**config.mk**
```make
export PLATFORM = sky130hd
export DESIGN_NAME = osc_freq_counter
export DESIGN_NICKNAME = d
export VERILOG_FILES = /design/src/rtl/osc_freq_counter.sv
export SDC_FILE = /design/constraint.sdc
export NUM_CORES = 1
export LEC_CHECK = 0
export CAP_MARGIN = 0
export CORE_UTILIZATION = 55
export CTS_BUF_LIST = sky130_fd_sc_hd__clkbuf_4 sky130_fd_sc_hd__clkbuf_8
export CTS_CLUSTER_DIAMETER = 150
export DETAILED_ROUTE_END_ITERATION = 6
export GPL_TIMING_DRIVEN = 0
export PLACE_DENSITY_LB_ADDON = 0.2
export SLEW_MARGIN = 10
export SYNTH_ARGS = -nofsm -noshare
export SYNTH_HDL_FRONTEND = slang
export SYNTH_SLANG_ARGS = --single-unit
```
**constraint.sdc**
```tcl
create_clock -name clk -period 2.08 [get_ports clk]
set_clock_uncertainty 0.05 [all_clocks]
set_input_delay 0.312 -clock clk [delete_from_list [all_inputs] [get_ports clk]]
set_output_delay 0.312 -clock clk [all_outputs]
set_load 0.005 [all_outputs]
```
**src/rtl/osc_freq_counter.sv**
```systemverilog
// osc_freq_counter: counts synchronised oscillator rising edges over a selectable gate of clk cycles.
// Optional FREQ_CNT_CONT_EN restarts the next measurement straight from DONE while ena is high.
module osc_freq_counter #(
    parameter int CNT_W = 16
) (
    input  logic       clk,
    input  logic       rst_n,
    input  logic       ena,
    input  logic       osc_in,
    input  logic       start,
    input  logic [1:0] gate_sel,
    input  logic       byte_sel,
    output logic [7:0] count_out,
    output logic       valid,
    output logic       busy,
    output logic       overflow
);
    typedef enum logic [1:0] {IDLE, ARM, GATE, DONE} state_t;
    state_t           state_q, state_d;
    logic [2:0]       sync_q;
    logic             edge_det;
    logic [CNT_W-1:0] cnt_q, cnt_d, result_q, result_d;
    logic             ovf_q, ovf_d, overflow_q, overflow_d, valid_q, valid_d;
    logic [13:0]      tmr_q, tmr_d, tmr_last;
    logic [1:0]       gsel_q, gsel_d;
    logic [15:0]      result_ext;
    assign edge_det   = sync_q[1] & ~sync_q[2];
    assign tmr_last   = gsel_q == 2'd0 ? 14'd255  :
                        gsel_q == 2'd1 ? 14'd1023 :
                        gsel_q == 2'd2 ? 14'd4095 : 14'd16383;
    assign result_ext = 16'(result_q);
    assign count_out  = byte_sel ? result_ext[15:8] : result_ext[7:0];
    // the held result stays flagged valid except during the ARM cycle of a new run
    assign valid      = valid_q & (state_q != ARM);
    assign busy       = state_q != IDLE;
    assign overflow   = overflow_q;
    always_comb begin
        state_d    = state_q;
        cnt_d      = cnt_q;
        ovf_d      = ovf_q;
        tmr_d      = tmr_q;
        gsel_d     = gsel_q;
        result_d   = result_q;
        overflow_d = overflow_q;
        valid_d    = valid_q;
        if (!ena) begin
            state_d = IDLE;
        end else begin
            case (state_q)
                IDLE: state_d = start ? ARM : IDLE;
                ARM: begin
                    cnt_d   = '0;
                    ovf_d   = 1'b0;
                    tmr_d   = '0;
                    gsel_d  = gate_sel;
                    state_d = GATE;
                end
                GATE: begin
                    tmr_d = tmr_q + 14'd1;
                    if (edge_det) begin
                        if (&cnt_q) ovf_d = 1'b1;
                        else        cnt_d = cnt_q + 1'b1;
                    end
                    state_d = (tmr_q == tmr_last) ? DONE : GATE;
                end
                DONE: begin
                    result_d   = cnt_q;
                    overflow_d = ovf_q;
                    valid_d    = 1'b1;
`ifdef FREQ_CNT_CONT_EN
                    state_d    = ARM;
`else
                    state_d    = IDLE;
`endif
                end
                default: state_d = IDLE;
            endcase
        end
    end
    always_ff @(posedge clk or negedge rst_n) begin
        if (!rst_n) begin
            state_q    <= IDLE;
            sync_q     <= '0;
            cnt_q      <= '0;
            ovf_q      <= 1'b0;
            tmr_q      <= '0;
            gsel_q     <= '0;
            result_q   <= '0;
            overflow_q <= 1'b0;
            valid_q    <= 1'b0;
        end else begin
            state_q    <= state_d;
            sync_q     <= {sync_q[1:0], osc_in};
            cnt_q      <= cnt_d;
            ovf_q      <= ovf_d;
            tmr_q      <= tmr_d;
            gsel_q     <= gsel_d;
            result_q   <= result_d;
            overflow_q <= overflow_d;
            valid_q    <= valid_d;
        end
    end
endmodule

```
==> run_results.csv, run 1 <==
group,metric,value,unit
routing,dr.pass1.iters,4,
placed_design,placed_area,3150,um2
synthesis,ys_ff_latch,56,
placed_design,port_buffers,16,
setup_path,crit_fanout,10,
placed_design,place.gp.congestion,0.832,
placed_design,dp_hpwl,4190,um
timing,holdWs,0.285,ns
synthesis,ys_seq_area_share,48.5,%
power_and_ir_drop,p_leak,1.43,nW
setup_path,path_delay_family,"simple AND/OR/NAND/NOR gates",
finish,utilization,65.6,%
clocking,htree_levels,2,
timing,max_freq,476,MHz
timing,slew_violations,0,
synthesis,synth_cell_type_count,53,
global_route,antenna_found_initial,0,
routing,wire_per_inst,16.2,um
clocking,clock_path_buffers,2,
clocking,post_cts_buffers,0,
routing,drc,0,
power_and_ir_drop,power_frac_clock,31.2,%
synthesis,synth_ff_type,"dfrtp_1",
timing,period_share,101,%
power_and_ir_drop,sw_frac_of_total,24.9,%
routing,routed_wl,5910,um
setup_path,crit_chain,"inv_2, ha_1, nand2_1, buf_6, or4_4, or4_1, a21oi_1",
synthesis,synth.largest_area_cell,"dfrtp_1",
setup_path,critPathLaunchType,"flop",
placed_design,place_ws,-0.0797,ns
synthesis,synthMuxAreaShare,12.6,%
routing,drtAntennaViolNets,0,
setup_path,slowest_delay,0.45,ns
synthesis,synth_cells,268,
timing,fin_ws,-0.0200,ns
power_and_ir_drop,p_sw,0.496,mW
routing,vias,2158,
global_route,grt_usage,22.4,%
floorplanning,pin_count,19,
synthesis,netlist_area,2890,um2
finish,drive_above_1_share,21.8,%
power_and_ir_drop,comb_power_share,10.4,%
timing,rsz0062_at_grt,"true",
hold_path,worst_hold_startpoint,"ena",
global_route,grt_max_degree,30,
clocking,clk_latency,0.31,ns
setup_path,end_kind,"flop",
power_and_ir_drop,ir_drop,0.000428,V
synthesis,synth_top_family_by_area,"simple AND/OR/NAND/NOR gates",
synthesis,synth_fa_ha_area_share,3.03,%
clocking,cts_root_buf,"clkbuf_8",
synthesis,synthTopCellsByArea,"dfrtp_1 49%, mux2_2 10%, nand2_1 3.8%, ha_1 3.0%, mux2i_1 2.4%",
synthesis,synth_nets,283,
synthesis,async_flop_share,100,%
finish,stdcell_area,3330,um2
timing,setup-violations-final,5,
clocking,cts_buffers,5,
routing,vias_per_cell,5.93,
synthesis,postSynthAreaPerCell,10.8,um2
clocking,clk_pin_slew,0.09,ns
setup_path,critPathSlowestCell,"or4_4",
synthesis,synth_edf_count,0,
global_route,grt_pass1_wl,9350,um
synthesis,synth_xor_area_share,1.52,%
finish,syn2layout_area_growth,15.3,%
power_and_ir_drop,p_int,1.50,mW
timing,relSlewSlack,43.2,%
timing,tightest_slew,0.844,ns
floorplanning,fp.dieH,74.4,um
hold_path,hold_class,"in -> reg",
routing,drtIter0Drc,143,
setup_path,worst_ep_arrival_time,2.29,ns
synthesis,synth-simple-area-share,20.1,%
global_route,grt_pass1_vias,1987,
synthesis,yosysTopAreaCellShare,48.5,%
finish,antenna_cells,0,
power_and_ir_drop,power.density,599,nW/um2
floorplanning,die_w,74.4,um
setup_path,worst_ep_required_time,2.27,ns
finish,final_nets,308,
status,outcome,"finished, violations left",
setup_path,path_class,"reg -> reg",
clocking,cts_tree,"done",
synthesis,synth_compound_area_share,11.3,%
flow_run,cap_violations,0,
floorplanning,die-area,5540,um2
status,violations,"negative setup slack",
setup_path,timing.rr.start,"state_q[0]",
timing,hold_violations,0,
floorplanning,core-area,5070,um2
setup_path,startpoint,"state_q[0]",
global_route,overflow,0,
timing,fin_crit,2.10,ns
floorplanning,start_util,56.9,%
synthesis,synth_warnings,0,
setup_path,critPathBufInv,2,
clocking,clock-sinks,56,
floorplanning,num_rows,26,
power_and_ir_drop,pwr-share-seq,58.4,%
-- sequential cells by signal (all words and copies together) (netlist names) --
register    count
cnt_q          16
gsel_q          2
overflow        1
ovf_q           1
result_ext     16
state_q         2
sync_q          3
tmr_q          14
valid_q         1
-- Yosys cell counts (all sizes together) (2+ instances only) --
cell    count
dfrtp      56
nand2      29
mux2       26
nor2       14
nand3      12
o21ai      12
a21oi      11
nand4       8
ha          7
mux2i       7
nand2b      7
or4         7
inv         6
and3        5
clkbuf      5
xor2        5
o31ai       4
a21o        3
a31oi       3
buf         3
nor3        3
nor4        3
or3         3
a211o       2
a311oi      2
and2        2
and4        2
and4b       2
nand3b      2
nor2b       2
o41ai       2
-- worst register-to-register path: stages, from the launching register on --
cell	delay [ns]
dfrtp_1	0.41
inv_2	0.06
ha_1	0.29
nand2_1	0.07
buf_6	0.14
or4_4	0.45
or4_1	0.41
a21oi_1	0.15
-- layout make-up --
type                    count  area [um2]
fillers                   410        1750
multi-input cells         198        1470
flip-flops and latches     56        1400
repair buffers             18         185
well taps                  70        87.6
clock buffers               6        82.6
plain buffers               8        65.1
inverters                   6        22.5
clock inverters             2        15.0
-- placed cells by master (no fill, tap or decap), drive strengths merged, types with 2 or more instances in the layout --
master	count
nor4	3
a211o	2
or3	3
ha	7
clkbuf	11
or4	7
and4b	2
nand2b	7
and3	5
buf	5
nor3	3
o41ai	2
xor2	5
inv	6
clkdlybuf4s50	15
dfrtp	56
o31ai	4
nand3	12
nor2b	2
mux2i	7
clkinvlp	2
a21o	3
a311oi	2
a21oi	11
nand4	8
nand2	29
nand3b	2
o21ai	12
and4	2
a31oi	3
mux2	26
and2	2
nor2	14
-- repair_timing --
| action | 4_1_cts | 5_1_grt |
|---|---|---|
| pin swaps | 4 | 3 |
| hold endpoints to repair | 19 | 0 |
| setup endpoints to repair | 13 | 15 |
| hold buffers | 1 | 0 |
| gates resized for setup | 7 | 9 |
-- routing by layer --
metal	vias up	track usage (%)	part of all wire, %
li1	1039	-	-
met1	1062	32.0	49
met2	50	34.8	46
met3	7	3.25	4.1
met4	0	8.18	1.4
met5	-	0	0
-- kinds of logic (layout without fill, tap and decap cells) --
logic type	after synthesis	after routing
fa+ha+maj	7	7
flops	56	56
xor+xnor	5	5
buf+inv	14	40
compound gates	48	48
simple gates	105	105
mux	33	33
-- power groups by stage --
stage | sequential, mW | combinational, mW | clock [mW]
finish | 1.17 | 0.207 | 0.621
floorplan | 1.18 | 0.117 | 0
CTS | 1.16 | 0.210 | 0.638
global placement | 1.18 | 0.191 | 0
detailed placement | 1.19 | 0.204 | 0
global route | 1.17 | 0.233 | 0.681
-- metrics by stage --
step / power [mW] / TNS [ns] / instances
floorplan: 1.29 / 0 / 268
global placement: 1.37 / -59.13 / 354
detailed placement: 1.39 / -0.153 / 355
CTS: 2.01 / -0.0199 / 364
global route: 2.08 / -0.851 / 364
finish: 1.99 / -0.0677 / 364
-- path summary, 6_finish.rpt --
check                        endpoint  slack (ns)  cells after the start
min in group asynchronous    cnt_q[5]        0.49                      2
setup / recovery            tmr_q[12]       -0.02                      7
hold / removal             state_q[0]        0.29                      2
max in group asynchronous    cnt_q[4]        0.90                      3
setup reg to reg            tmr_q[12]       -0.02                      7
hold reg to reg             sync_q[1]        0.31                      0
No activity file was read; power rests on OpenSTA's default activity.
==> inputs of run 2 (changes only) <==
- CTS_CLUSTER_DIAMETER: 150 -> 40
==> results of run 2 <==
No change in the layout: final DEF, timing and power equal those of run 1.
